File: src/rtl/be_dctrl_exmem.sv
// Decode-stage jump/branch control, data-memory byte-enable generation and
// the EX/MEM pipeline register bank with HI/LO forwarding into the ALU result slot.
module be_dctrl_exmem (
  input  logic        clk,
  input  logic        rst,
  input  logic        en,
  input  logic [31:0] ins_D,
  output logic        j,
  output logic        jal,
  output logic        jr,
  output logic        branch,
  output logic        extOp,
  output logic [2:0]  cmpOp,
  input  logic [1:0]  A,
  input  logic [1:0]  BE_Op,
  output logic [3:0]  BE_M,
  input  logic [31:0] ins_E,
  input  logic [31:0] pc_E,
  input  logic [31:0] RData2_E,
  input  logic [31:0] alu_Result_E,
  input  logic [31:0] HI_E,
  input  logic [31:0] LO_E,
  output logic [31:0] ins_M,
  output logic [31:0] pc_M,
  output logic [31:0] RData2_M,
  output logic [31:0] alu_Result_M
);

  localparam logic [5:0] OP_SPECIAL = 6'b000000;
  localparam logic [5:0] OP_REGIMM  = 6'b000001;
  localparam logic [5:0] OP_J       = 6'b000010;
  localparam logic [5:0] OP_JAL     = 6'b000011;
  localparam logic [5:0] OP_BEQ     = 6'b000100;
  localparam logic [5:0] OP_BNE     = 6'b000101;
  localparam logic [5:0] OP_BLEZ    = 6'b000110;
  localparam logic [5:0] OP_BGTZ    = 6'b000111;
  localparam logic [5:0] OP_ANDI    = 6'b001100;
  localparam logic [5:0] OP_ORI     = 6'b001101;
  localparam logic [5:0] OP_XORI    = 6'b001110;
  localparam logic [5:0] OP_LUI     = 6'b001111;

  localparam logic [5:0] FN_JR      = 6'b001000;
  localparam logic [5:0] FN_JALR    = 6'b001001;
  localparam logic [5:0] FN_MFHI    = 6'b010000;
  localparam logic [5:0] FN_MFLO    = 6'b010010;

  localparam logic [4:0] RT_BLTZ    = 5'b00000;
  localparam logic [4:0] RT_BGEZ    = 5'b00001;

  logic [5:0]  w_op_d;
  logic [5:0]  w_fn_d;
  logic [4:0]  w_rt_d;
  logic [5:0]  w_op_e;
  logic [5:0]  w_fn_e;
  logic [31:0] w_alu_sel;

  logic [31:0] r_ins_m;
  logic [31:0] r_pc_m;
  logic [31:0] r_rdata2_m;
  logic [31:0] r_alu_m;

  assign w_op_d = ins_D[31:26];
  assign w_fn_d = ins_D[5:0];
  assign w_rt_d = ins_D[20:16];

  // Decode-stage control: purely combinational, independent of the pipeline registers.
  always_comb begin
    j      = 1'b0;
    jal    = 1'b0;
    jr     = 1'b0;
    branch = 1'b0;
    cmpOp  = 3'b000;
    extOp  = 1'b1;
    case (w_op_d)
      OP_J: j = 1'b1;
      OP_JAL: begin
        j   = 1'b1;
        jal = 1'b1;
      end
      OP_SPECIAL: begin
        if (w_fn_d == FN_JR || w_fn_d == FN_JALR) begin
          jr = 1'b1;
        end
      end
      OP_BEQ: begin
        branch = 1'b1;
        cmpOp  = 3'b000;
      end
      OP_BNE: begin
        branch = 1'b1;
        cmpOp  = 3'b001;
      end
      OP_BLEZ: begin
        branch = 1'b1;
        cmpOp  = 3'b010;
      end
      OP_BGTZ: begin
        branch = 1'b1;
        cmpOp  = 3'b011;
      end
      OP_REGIMM: begin
        if (w_rt_d == RT_BLTZ) begin
          branch = 1'b1;
          cmpOp  = 3'b100;
        end else if (w_rt_d == RT_BGEZ) begin
          branch = 1'b1;
          cmpOp  = 3'b101;
        end
      end
      OP_ANDI, OP_ORI, OP_XORI, OP_LUI: extOp = 1'b0;
      default: ;
    endcase
  end

  // Halfword enables follow A[1] only; a misaligned halfword is not trapped here.
  always_comb begin
    BE_M = 4'b0000;
    case (BE_Op)
      2'b00: BE_M = 4'b1111;
      2'b01: BE_M = A[1] ? 4'b1100 : 4'b0011;
      2'b10: BE_M = 4'b0001 << A;
      default: BE_M = 4'b0000;
    endcase
  end

  assign w_op_e = ins_E[31:26];
  assign w_fn_e = ins_E[5:0];

  always_comb begin
    w_alu_sel = alu_Result_E;
    if (w_op_e == OP_SPECIAL && w_fn_e == FN_MFHI) begin
      w_alu_sel = HI_E;
    end else if (w_op_e == OP_SPECIAL && w_fn_e == FN_MFLO) begin
      w_alu_sel = LO_E;
    end
  end

  // Reset takes priority over the hold so a stall cannot preserve a flushed instruction.
  always_ff @(posedge clk) begin
    if (rst) begin
      r_ins_m    <= 32'h0;
      r_pc_m     <= 32'h0;
      r_rdata2_m <= 32'h0;
      r_alu_m    <= 32'h0;
    end else if (!en) begin
      r_ins_m    <= ins_E;
      r_pc_m     <= pc_E;
      r_rdata2_m <= RData2_E;
      r_alu_m    <= w_alu_sel;
    end
  end

  assign ins_M        = r_ins_m;
  assign pc_M         = r_pc_m;
  assign RData2_M     = r_rdata2_m;
  assign alu_Result_M = r_alu_m;

endmodule

File: config.mk
export PLATFORM = sky130hd
export DESIGN_NAME = be_dctrl_exmem
export DESIGN_NICKNAME = d
export VERILOG_FILES = /design/src/rtl/be_dctrl_exmem.sv
export SDC_FILE = /design/constraint.sdc
export NUM_CORES = 1
export LEC_CHECK = 0
export BUFFER_PORTS_ARGS = -buffer_cell sky130_fd_sc_hd__buf_4
export CAP_MARGIN = 30
export CORE_AREA = 2 2 146 148
export DETAILED_ROUTE_END_ITERATION = 10
export DIE_AREA = 0 0 148 150
export PLACE_DENSITY = 0.64
export SLEW_MARGIN = 0
export SYNTH_ARGS = -nofsm -noshare
export SYNTH_HDL_FRONTEND = slang
export SYNTH_SLANG_ARGS = --single-unit
File: constraint.sdc
create_clock -name clk -period 3.6 [get_ports clk]
set_input_delay 0.72 -clock clk [delete_from_list [all_inputs] [get_ports clk]]
set_output_delay 0.72 -clock clk [all_outputs]
set_load 0.1 [all_outputs]
==> reports/results.ini, run 1 <==
[finish]
multiInputGateArea_mm2 = 0.003094
area_delta_synth_final_pct = 57.84
regArea_mm2 = 0.002562
n_fill_cell = 2067
mostFrequentLayoutCells = buf_4 (360), mux2i_1 (160), nor2_1 (130), dfxtp_1 (128)
drive_gt1_share_pct = 42.95
final_common_cell = buf_4
nNetsFinal = 1154
diodes = 0
finish.instance_area_mm2 = 0.009355

[synthesis]
netlist-cell-type-count = 29
mappedNetlistNets = 818
yosys_warnings = 0
ys_ff_latch = 128
synth_area_mm2 = 0.005927
avgSynthCellArea_um2 = 10.10
ys_seq_area_share_pct = 43.23
synthCells = 587

[sta]
finalMaxSlewViolations = 0
setup_viol = 0
fin_crit_ps = 2848
final_hold_viol_count = 0
period_share_pct = 79.12
fin_skew_ps = 0
fmax_mhz = 351.1
tightest_slew_ps = 641.4
setup_slack_ps = 751.8
rsz0062_at_grt = false
relSlewSlack_pct = 57.24
setup_tns_ps = 0

[worst_setup_path]
ff2ff_path_depth = 3
crit_fanout = 4
r2r-start = alu_Result_M[10]
timing.rr.end = alu_Result_M[10]
path_class = in -> out
rrSetupSlack_ps = 2670
cp.required_ps = 2880
start_kind = input port
arrival_ps = 2130
critPathCaptureType = primary output

[power_and_ir_drop]
seq_power_share_pct = 34.0
power_mw = 4.561
p_per_area_mw_per_mm2 = 487.5
power_leakage_nw = 4.725
ir_drop_uv = 278.4
p_int_mw = 2.893
p_comb_share_pct = 28.5
p_clk_share_pct = 37.5
p_sw_mw = 1.668
p_sw_share_pct = 36.57

[die]
core-area_mm2 = 0.02069
initial_utilization_pct = 28.65
die_x_um = 148
pin_count = 371
die_area_mm2 = 0.02220
rows = 53
die_height_um = 150

[placed_design]
hpwl_um = 13230
pre_cts_ws_ps = 765.4
place.gp.congestion = 0.6948
portBuffers = 354
dpl_cell_area_mm2 = 0.008746

[routing]
vias = 5379
avgViaCountPerCell = 4.442
route.detailed.drc = 0
avgRoutedWirePerCell_um = 15.14
drt_iter0_markers = 102
routed_wl_um = 18340
ant_nets = 0
dr.pass1.iters = 4

[run]
maxCapViolations = 0

[clock_tree]
cts_resized = 0
cts_max_level = 4
insertion_delay_ps = 410
cts.sinks = 128
clockBufferDepth = 2
post_cts_buffers = 0
cts.clk_slew.worst_paths_ps = 60
numCtsBuffers = 17
hold_buffers = 0
cts_tree = done
cts-root-buf = clkbuf_16

[grt]
grt_max_degree = 95
use_met3_pct = 5.945
grt_pass1_wl_um = 27860
grt_pass1_vias = 5283
grt-busiest-layer = met2
grt_usage_pct = 15.97
antenna_found_initial = 0
met2_usage_pct = 28.17
use_met1_pct = 17.95
gr-total-overflow = 0

[status]
status = completed

[hold_path]
whs_path_depth = 2
min_path_type = reg -> reg
min_delay_worst_endpoint = RData2_M[9]
min_from = RData2_M[9]

## synth_stat cells
library cell  instances  area share [%]
mux2i_1             160              27
nor2_1              130             8.2
dfxtp_1             128              43
a211oi_1             32             4.1
nor2b_1              32             3.4
mux2_1               30             5.7
clkbuf_1             16             1.0
buf_4                12             1.5
buf_2                10            0.84
buf_1                 4            0.25
buf_6                 4            0.76
o21ai_0               4            0.34
inv_1                 3            0.19
and2_1                2            0.21
and4b_1               2            0.34
mux2_2                2            0.38
nand2_1               2            0.13
nor4_1                2            0.21
nor4b_1               2            0.30
a22o_1                1            0.15
a2bb2o_1              1            0.17
and3_1                1            0.11
nand3_1               1           0.084
nand3_4               1            0.30
nor3_1                1           0.084
nor4_4                1            0.36
nor4b_4               1            0.40
o2bb2ai_1             1            0.15
or2_2                 1            0.11
## state kept, by name, indices dropped and copies added, names as in the netlist
name,count
RData2_M,32
alu_Result_M,32
ins_M,32
pc_M,32
## critical path, stage by stage
cell and delay, ps:
buf_4 120, nor4_1 540, and4b_1 330, a22o_2 140
buf_4 280
## final cells by class
| type | count | area share [%] |
|---|---|---|
| Clock buffer | 18 | 4.694 |
| Timing Repair Buffer | 363 | 29.52 |
| Clock inverter | 14 | 1.525 |
| Tap cell | 275 | 3.678 |
| Inverter | 3 | 0.1204 |
| Sequential cell | 128 | 27.39 |
| Multi-Input combinational cell | 410 | 33.07 |
## kinds of logic after synthesis
group,share of synthesized area (%)
simple gates,14.23
buf+inv,4.581
flops,43.23
mux,33.10
compound gates,4.855
## metal layers
layer / share of wire (%) / vias up / wire (um)
li1: - / 2701 / -
met4: 1.5 / 0 / 281
met3: 8.9 / 15 / 1632
met5: 0 / - / 0
met2: 49 / 214 / 9064
met1: 40 / 2449 / 7359
## through the flow
step	util (%)	cells	hold WS (ps)
global placement	42.27	1178	474.1
finish	45.22	1211	493.2
global route	45.22	1211	503.0
detailed placement	42.27	1178	485.7
floorplan	-	587	863.9
CTS	45.08	1210	500.5
## worst max-delay path by stage
stage               from        to  slack, ps
3_3_place_gp   ins_D[28]  cmpOp[0]        770
2_1_floorplan   BE_Op[1]   BE_M[0]         50
5_1_grt        ins_D[28]  cmpOp[0]        690
3_5_place_dp   ins_D[28]  cmpOp[0]        770
4_1_cts        ins_D[28]  cmpOp[0]        770
6_report       ins_D[28]  cmpOp[0]        750
## power groups by stage
| stage | sequential [mW] | clock [mW] | combinational (mW) |
|---|---|---|---|
| final | 1.55 | 1.71 | 1.30 |
| after global routing | 1.56 | 1.83 | 1.36 |
| after CTS | 1.55 | 1.76 | 1.30 |
| after detailed placement | 1.58 | 0 | 1.30 |
| after global placement | 1.58 | 0 | 1.30 |
| after floorplan | 2.19 | 0 | 0.309 |
No activity file was read; power rests on OpenSTA's default activity.
==> run 2, diff against run 1 <==
--- a/config.mk
+++ b/config.mk
@@ -5,12 +5,13 @@
 export SDC_FILE = /design/constraint.sdc
 export NUM_CORES = 1
 export LEC_CHECK = 0
+export ABC_AREA = 1
 export BUFFER_PORTS_ARGS = -buffer_cell sky130_fd_sc_hd__buf_4
 export CAP_MARGIN = 30
 export CORE_AREA = 2 2 146 148
 export DETAILED_ROUTE_END_ITERATION = 10
 export DIE_AREA = 0 0 148 150
-export PLACE_DENSITY = 0.64
+export PLACE_DENSITY = 0.66
 export SLEW_MARGIN = 0
 export SYNTH_ARGS = -nofsm -noshare
 export SYNTH_HDL_FRONTEND = slang
==> constraint.sdc (replaced) <==
create_clock -name clk -period 2.29 [get_ports clk]
set_input_delay 0.458 -clock clk [delete_from_list [all_inputs] [get_ports clk]]
set_output_delay 0.458 -clock clk [all_outputs]
set_load 0.1 [all_outputs]
==> run 2 against run 1 <==
  * Global-route usage rose by 1.7 points
  * Combinational power rose by 68%
  * Register-to-register slack got worse by 1100 ps
  * Clock skew did not move
  * Critical path type unchanged
  * Critical endpoint unchanged
==> reports/results.ini, run 2 <==
[status]
status = completed

[finish]
nNetsFinal = 1344  ; +16%
drive_gt1_share_pct = 44.23  ; +1.3 points
final_util_pct = 44.87  ; -0.35 points
n_fill_cell = 2117  ; +2.4%
final_common_cell = buf_4
area_delta_synth_final_pct = 57.32
diodes = 0  ; unchanged
mostFrequentLayoutCells = buf_4 (363), nor2_1 (194), dfxtp_1 (128), o21ai_0 (114), inv_1 (75)
finish.instance_area_mm2 = 0.009283  ; -0.78%

[synthesis]
synth.most_common_cell = nor2_1
netlist-cell-type-count = 24  ; -17%
yosysTopAreaCell = dfxtp_1
synthTopCellsByArea = dfxtp_1 (43%), nor2_1 (12%), o21ai_0 (9.8%)
synth_top_area_share_pct = 43.43  ; +0.19 points
mappedNetlistNets = 1015  ; +24%
yosys_warnings = 0  ; unchanged
ys_seq_area_share_pct = 43.43  ; +0.19 points
ys.flop_type = dfxtp_1
synth_area_mm2 = 0.005901  ; -0.44%
synthArstFlopShare_pct = 0  ; unchanged
synthCells = 784  ; +34%
netlist_top_cells_count = nor2_1 (196), dfxtp_1 (128), o21ai_0 (115)
synth_edf_count = 0  ; unchanged
avgSynthCellArea_um2 = 7.526  ; -25%
ys_ff_latch = 128  ; unchanged

[grt]
antenna_found_initial = 0  ; unchanged
grt_max_degree = 126  ; +33%
grt_usage_pct = 17.64  ; +1.7 points
gr-total-overflow = 0  ; unchanged
grt_pass1_wl_um = 31140  ; +12%
grt_pass1_vias = 6049  ; +14%

[clock_tree]
post_cts_buffers = 0  ; unchanged
cts_tree = done
cts.clk_slew.worst_paths_ps = 60  ; about the same
clockBufferDepth = 2  ; unchanged
hold_buffers = 0  ; unchanged
insertion_delay_ps = 410  ; about the same
numCtsBuffers = 17  ; unchanged
cts.sinks = 128  ; unchanged
cts_max_level = 4  ; unchanged
cts-root-buf = clkbuf_16
cts_resized = 0  ; unchanged

[worst_setup_path]
cp_common_cell = buf_4
critPathCaptureType = primary output
cp_slowest_cell = or2_2
cp_top_family = simple AND/OR/NAND/NOR gates
slowest_delay_ps = 300  ; -240 ps
cp.required_ps = 1830  ; -1050 ps
path_class = in -> out
cp_cell_sequence = buf_4 > or2_2 > nor2_1 > nand3_1 > clkinvlp_4 > nand2_1 > o21ai_2 > buf_4
crit_fanout = 2  ; -2
start_kind = input port
arrival_ps = 1690  ; -440 ps
path_buf_inv = 3  ; +1

[routing]
met3_length_um = 1818  ; +11%
wl_met1_um = 8197  ; +11%
ant_nets = 0  ; unchanged
avgRoutedWirePerCell_um = 14.39  ; -4.9%
drt_iter0_markers = 240  ; +140%
route.met2.wl_um = 9808  ; +8.2%
routed_wl_um = 20170  ; +10%
avgViaCountPerCell = 4.521  ; +1.8%
vias = 6334  ; +18%
route.detailed.drc = 0  ; unchanged
topRoutingLayerUsed = met4
dr.pass1.iters = 6  ; +2

[sta]
rsz0062_at_grt = false
final_hold_viol_count = 0  ; unchanged
setup_viol = 0  ; unchanged
whs_ps = 259.4  ; -233.8 ps
finalMaxSlewViolations = 0  ; unchanged
relSlewSlack_pct = 39.77  ; -17 points
fin_skew_ps = 0  ; unchanged
period_share_pct = 93.69
fin_crit_ps = 2145
tightest_slew_ps = 903.5  ; +262.2 ps
fmax_mhz = 466.1

[placed_design]
portBuffers = 354  ; unchanged
dpl_cell_area_mm2 = 0.008711  ; -0.40%
place.gp.congestion = 0.8233  ; +18%
hpwl_um = 14590  ; +10%

[die]
core-area_mm2 = 0.02069  ; unchanged
die_x_um = 148  ; unchanged
initial_utilization_pct = 28.52  ; -0.13 points
rows = 53  ; unchanged
die_area_mm2 = 0.02220  ; unchanged
die_height_um = 150  ; unchanged
pin_count = 371  ; unchanged

[power_and_ir_drop]
ir_drop_uv = 404.7  ; +45%
p_per_area_mw_per_mm2 = 785.0  ; +61%
power_leakage_nw = 4.689  ; -0.78%

[hold_path]
min_path_type = in -> reg

[run]
maxCapViolations = 0  ; unchanged

-- run 2: changes by cell type in the layout (fill, tap and decap cells not counted), moves of 32 or more --
cell	previous run	this run
a211oi_1	32	0
a21oi_1	0	42
inv_1	3	75
mux2i_1	160	0
nand3_1	1	40
nor2_1	130	194
nor2b_1	32	0
o21ai_0	4	114
-- run 2: final cells by class --
class / count / area, um^2 / share of cell area [%]
Clock buffer: 18 / 429.2 / 4.623
Clock inverter: 14 / 142.6 / 1.537
Inverter: 80 / 307.8 / 3.316
Tap cell: 275 / 344.1 / 3.707
Sequential cell: 128 / 2562 / 27.60
Multi-Input combinational cell: 519 / 2691 / 28.99
Timing Repair Buffer: 367 / 2805 / 30.22
-- run 2: worst paths after layout --
check,start,to,slack (ps),cells after the start
setup / recovery,ins_D[31],cmpOp[0],140,8
hold / removal,pc_E[16],pc_M[16],260,3
setup reg to reg,alu_Result_M[10],alu_Result_M[10],1600,2
hold reg to reg,pc_M[27],pc_M[27],480,2
-- run 2: through the flow --
| step | setup TNS, ps | std cells | total power, mW | setup slack [ps] |
|---|---|---|---|---|
| 2_1_floorplan | -1352 | 784 | 4.064 | -277.4 |
| 3_3_place_gp | 0 | 1369 | 4.694 | 169.2 |
| 3_5_place_dp | 0 | 1369 | 4.708 | 139.1 |
| 4_1_cts | 0 | 1401 | 7.391 | 136.1 |
| 5_1_grt | 0 | 1401 | 7.594 | 51.60 |
| 6_report | 0 | 1401 | 7.287 | 144.5 |
-- run 2: kinds of logic after synthesis --
logic type	share of synthesized area (%)
AND/OR/NAND/NOR	26.06
buffers and inverters	11.56
AO/OA/AOI/OAI	18.96
flip-flops	43.43
-- run 2: per-layer routing --
metal,up-vias,global-route usage (%)
met5,-,0
li1,3181,-
met2,254,30.65
met3,21,6.159
met4,0,6.190
met1,2878,20.12
-- run 2: power by group --
| group | leakage [nW] | switching [mW] | internal [mW] |
|---|---|---|---|
| Clock | 0.264 | 1.11 | 1.53 |
| Combinational | 3.36 | 1.60 | 0.586 |
| Sequential | 1.06 | 0.0763 | 2.38 |
-- run 2: worst min-delay path, cell delays in order --
cell and delay, ps:
buf_4 80, o21ai_1 40, nor2_1 60
==> run 3, diff against run 2 <==
--- a/config.mk
+++ b/config.mk
@@ -8,10 +8,12 @@
 export ABC_AREA = 1
 export BUFFER_PORTS_ARGS = -buffer_cell sky130_fd_sc_hd__buf_4
 export CAP_MARGIN = 30
-export CORE_AREA = 2 2 146 148
+export CELL_PAD_IN_SITES_DETAIL_PLACEMENT = 1
+export CELL_PAD_IN_SITES_GLOBAL_PLACEMENT = 1
+export CORE_MARGIN = 1.5
+export CORE_UTILIZATION = 26
 export DETAILED_ROUTE_END_ITERATION = 10
-export DIE_AREA = 0 0 148 150
-export PLACE_DENSITY = 0.66
+export PLACE_DENSITY = 0.83
 export SLEW_MARGIN = 0
 export SYNTH_ARGS = -nofsm -noshare
 export SYNTH_HDL_FRONTEND = slang
==> run 3 against run 2 <==
  * First-iteration DRC count is 10% lower
  * Register-to-register slack worse by 40 ps
  * Sequential cell count stayed put
  * Sequential share of layout area did not move
  * Cell area stayed put
  * Via count is 2.1% higher
  * Largest power group unchanged
  * Utilization fell by 2.7 points
  * Critical path type unchanged
  * Critical endpoint unchanged
  * Power fell by 0.19%
  * Die area up 6.3%
  * Global-route usage increased by 1.3 points
==> reports/results.ini, run 3 (synthesis results as in run 2) <==
[power_and_ir_drop]
p_int_mw = 4.473  ; -0.48%
p_sw_mw = 2.800  ; +0.29%
p_sw_share_pct = 38.50  ; +0.18 points
power_leakage_nw = 4.696  ; +0.17%
p_clk_share_pct = 35.7  ; -0.5 points
seq_power_share_pct = 33.9  ; about the same
ir_drop_uv = 421.4  ; +4.1%
p_comb_share_pct = 30.4  ; +0.4 points
p_per_area_mw_per_mm2 = 783.6  ; -0.19%

[clock_tree]
cts.sinks = 128  ; unchanged
insertion_delay_ps = 410  ; about the same
hold_buffers = 0  ; unchanged
post_cts_buffers = 0  ; unchanged
cts_tree = done
cts_resized = 0  ; unchanged
cts_max_level = 4  ; unchanged
cts-root-buf = clkbuf_16
numCtsBuffers = 17  ; unchanged
clockBufferDepth = 2  ; unchanged
cts.clk_slew.worst_paths_ps = 60  ; about the same

[worst_setup_path]
ff2ff_path_depth = 2  ; unchanged
cp.required_ps = 1830  ; about the same
arrival_ps = 1760  ; +70 ps
rrSetupSlack_ps = 1560  ; -40 ps
start_kind = input port
timing.rr.end = alu_Result_M[1]
critPathCaptureType = primary output
path_class = in -> out
crit_end = cmpOp[0]
startpoint = ins_D[31]
crit_fanout = 2  ; unchanged
r2r-start = alu_Result_M[1]

[sta]
setup_viol = 0  ; unchanged
tightest_slew_ps = 678.7  ; -224.9 ps
setup_slack_ps = 67.14  ; -77.38 ps
fin_skew_ps = 0  ; unchanged
fin_crit_ps = 2223  ; +77.38 ps
fmax_mhz = 449.9  ; -3.5%
relSlewSlack_pct = 54.76  ; +15 points
period_share_pct = 97.07  ; +3.4 points
final_hold_viol_count = 0  ; unchanged
finalMaxSlewViolations = 0  ; unchanged
rsz0062_at_grt = false

[status]
status = completed

[routing]
dr.pass1.iters = 4  ; -2
avgRoutedWirePerCell_um = 16.22  ; +13%
routed_wl_um = 22820  ; +13%
vias = 6466  ; +2.1%
route.detailed.drc = 0  ; unchanged
avgViaCountPerCell = 4.596  ; +1.6%
drt_iter0_markers = 215  ; -10%
ant_nets = 0  ; unchanged

[die]
die_x_um = 153.7  ; +3.8%
pin_count = 371  ; unchanged
rows = 54  ; +1.9%
die_area_mm2 = 0.02361  ; +6.3%
core-area_mm2 = 0.02203  ; +6.5%
initial_utilization_pct = 26.79  ; -1.7 points
die_height_um = 153.7  ; +2.4%

[grt]
grt_pass1_wl_um = 35180  ; +13%
grt_usage_pct = 18.93  ; +1.3 points
gr-total-overflow = 0  ; unchanged
grt_pass1_vias = 6531  ; +8.0%
antenna_found_initial = 0  ; unchanged
grt_max_degree = 71  ; -44%

[finish]
area_delta_synth_final_pct = 57.32  ; unchanged
finish.instance_area_mm2 = 0.009283  ; unchanged
drive_gt1_share_pct = 44.37  ; +0.14 points
nNetsFinal = 1346  ; +0.15%
finalNonFillerCells = 1407  ; +0.43%
mostFrequentLayoutCells = buf_4 (366), nor2_1 (194), dfxtp_1 (128), o21ai_0 (114), inv_1 (75)
diodes = 0  ; unchanged
final_common_cell = buf_4

[placed_design]
hpwl_um = 17100  ; +17%
pre_cts_ws_ps = 68.49  ; -70.57 ps
dp_cells = 1376  ; +0.51%
place.gp.congestion = 0.7646  ; -7.1%
portBuffers = 354  ; unchanged
dpl_cell_area_mm2 = 0.008720  ; +0.10%

[hold_path]
whs_path_depth = 3  ; unchanged
min_path_type = in -> reg
min_from = pc_E[22]

[run]
maxCapViolations = 0  ; unchanged

-- run 3: worst min path at each step --
stage / endpoint
after global placement: pc_M[22]
final: pc_M[22]
after global routing: pc_M[14]
after floorplan: pc_M[14]
after CTS: pc_M[22]
after detailed placement: ins_M[26]
-- run 3: cell type report --
cell class                      count  area (um^2)
Timing Repair Buffer              369         2808
Multi-Input combinational cell    519         2691
Tap cell                          280        350.3
Fill cell                        2760        12740
Inverter                           80        307.8
Clock inverter                     14        137.6
Sequential cell                   128         2562
Clock buffer                       17        425.4
-- run 3: critical path, cell delays in order --
cell and delay, ps:
buf_4 110, or2_2 310, nor2_1 190, nand3_1 180, clkinvlp_4 110, nand2_1 50
o21ai_2 50, buf_4 300
-- run 3: metal layers --
metal  vias to the layer above  global-route usage (%)  wire, um
li1                       3179                       -         -
met1                      3010                   21.66      9349
met2                       250                   33.44     11250
met3                        27                   6.426      1700
met4                         0                   5.270       518
met5                         -                       0         0
-- run 3: stage by stage --
| step | setup TNS (ps) | hold slack (ps) | util, % | total power [mW] |
|---|---|---|---|---|
| 6_report | 0 | 275.1 | 42.14 | 7.274 |
| 5_1_grt | 0 | 260.8 | 42.14 | 7.590 |
| 4_1_cts | 0 | 259.2 | 42.14 | 7.368 |
| 3_5_place_dp | 0 | 471.8 | 39.59 | 4.738 |
| 3_3_place_gp | 0 | 463.4 | 39.59 | 4.698 |
| 2_1_floorplan | -1352 | 593.0 | - | 4.064 |
-- run 3: power groups by stage --
stage	clock, mW	sequential [mW]	combinational (mW)
2_1_floorplan	0	3.62	0.441
3_3_place_gp	0	2.50	2.19
3_5_place_dp	0	2.51	2.22
4_1_cts	2.68	2.47	2.23
5_1_grt	2.79	2.48	2.32
6_report	2.60	2.47	2.21
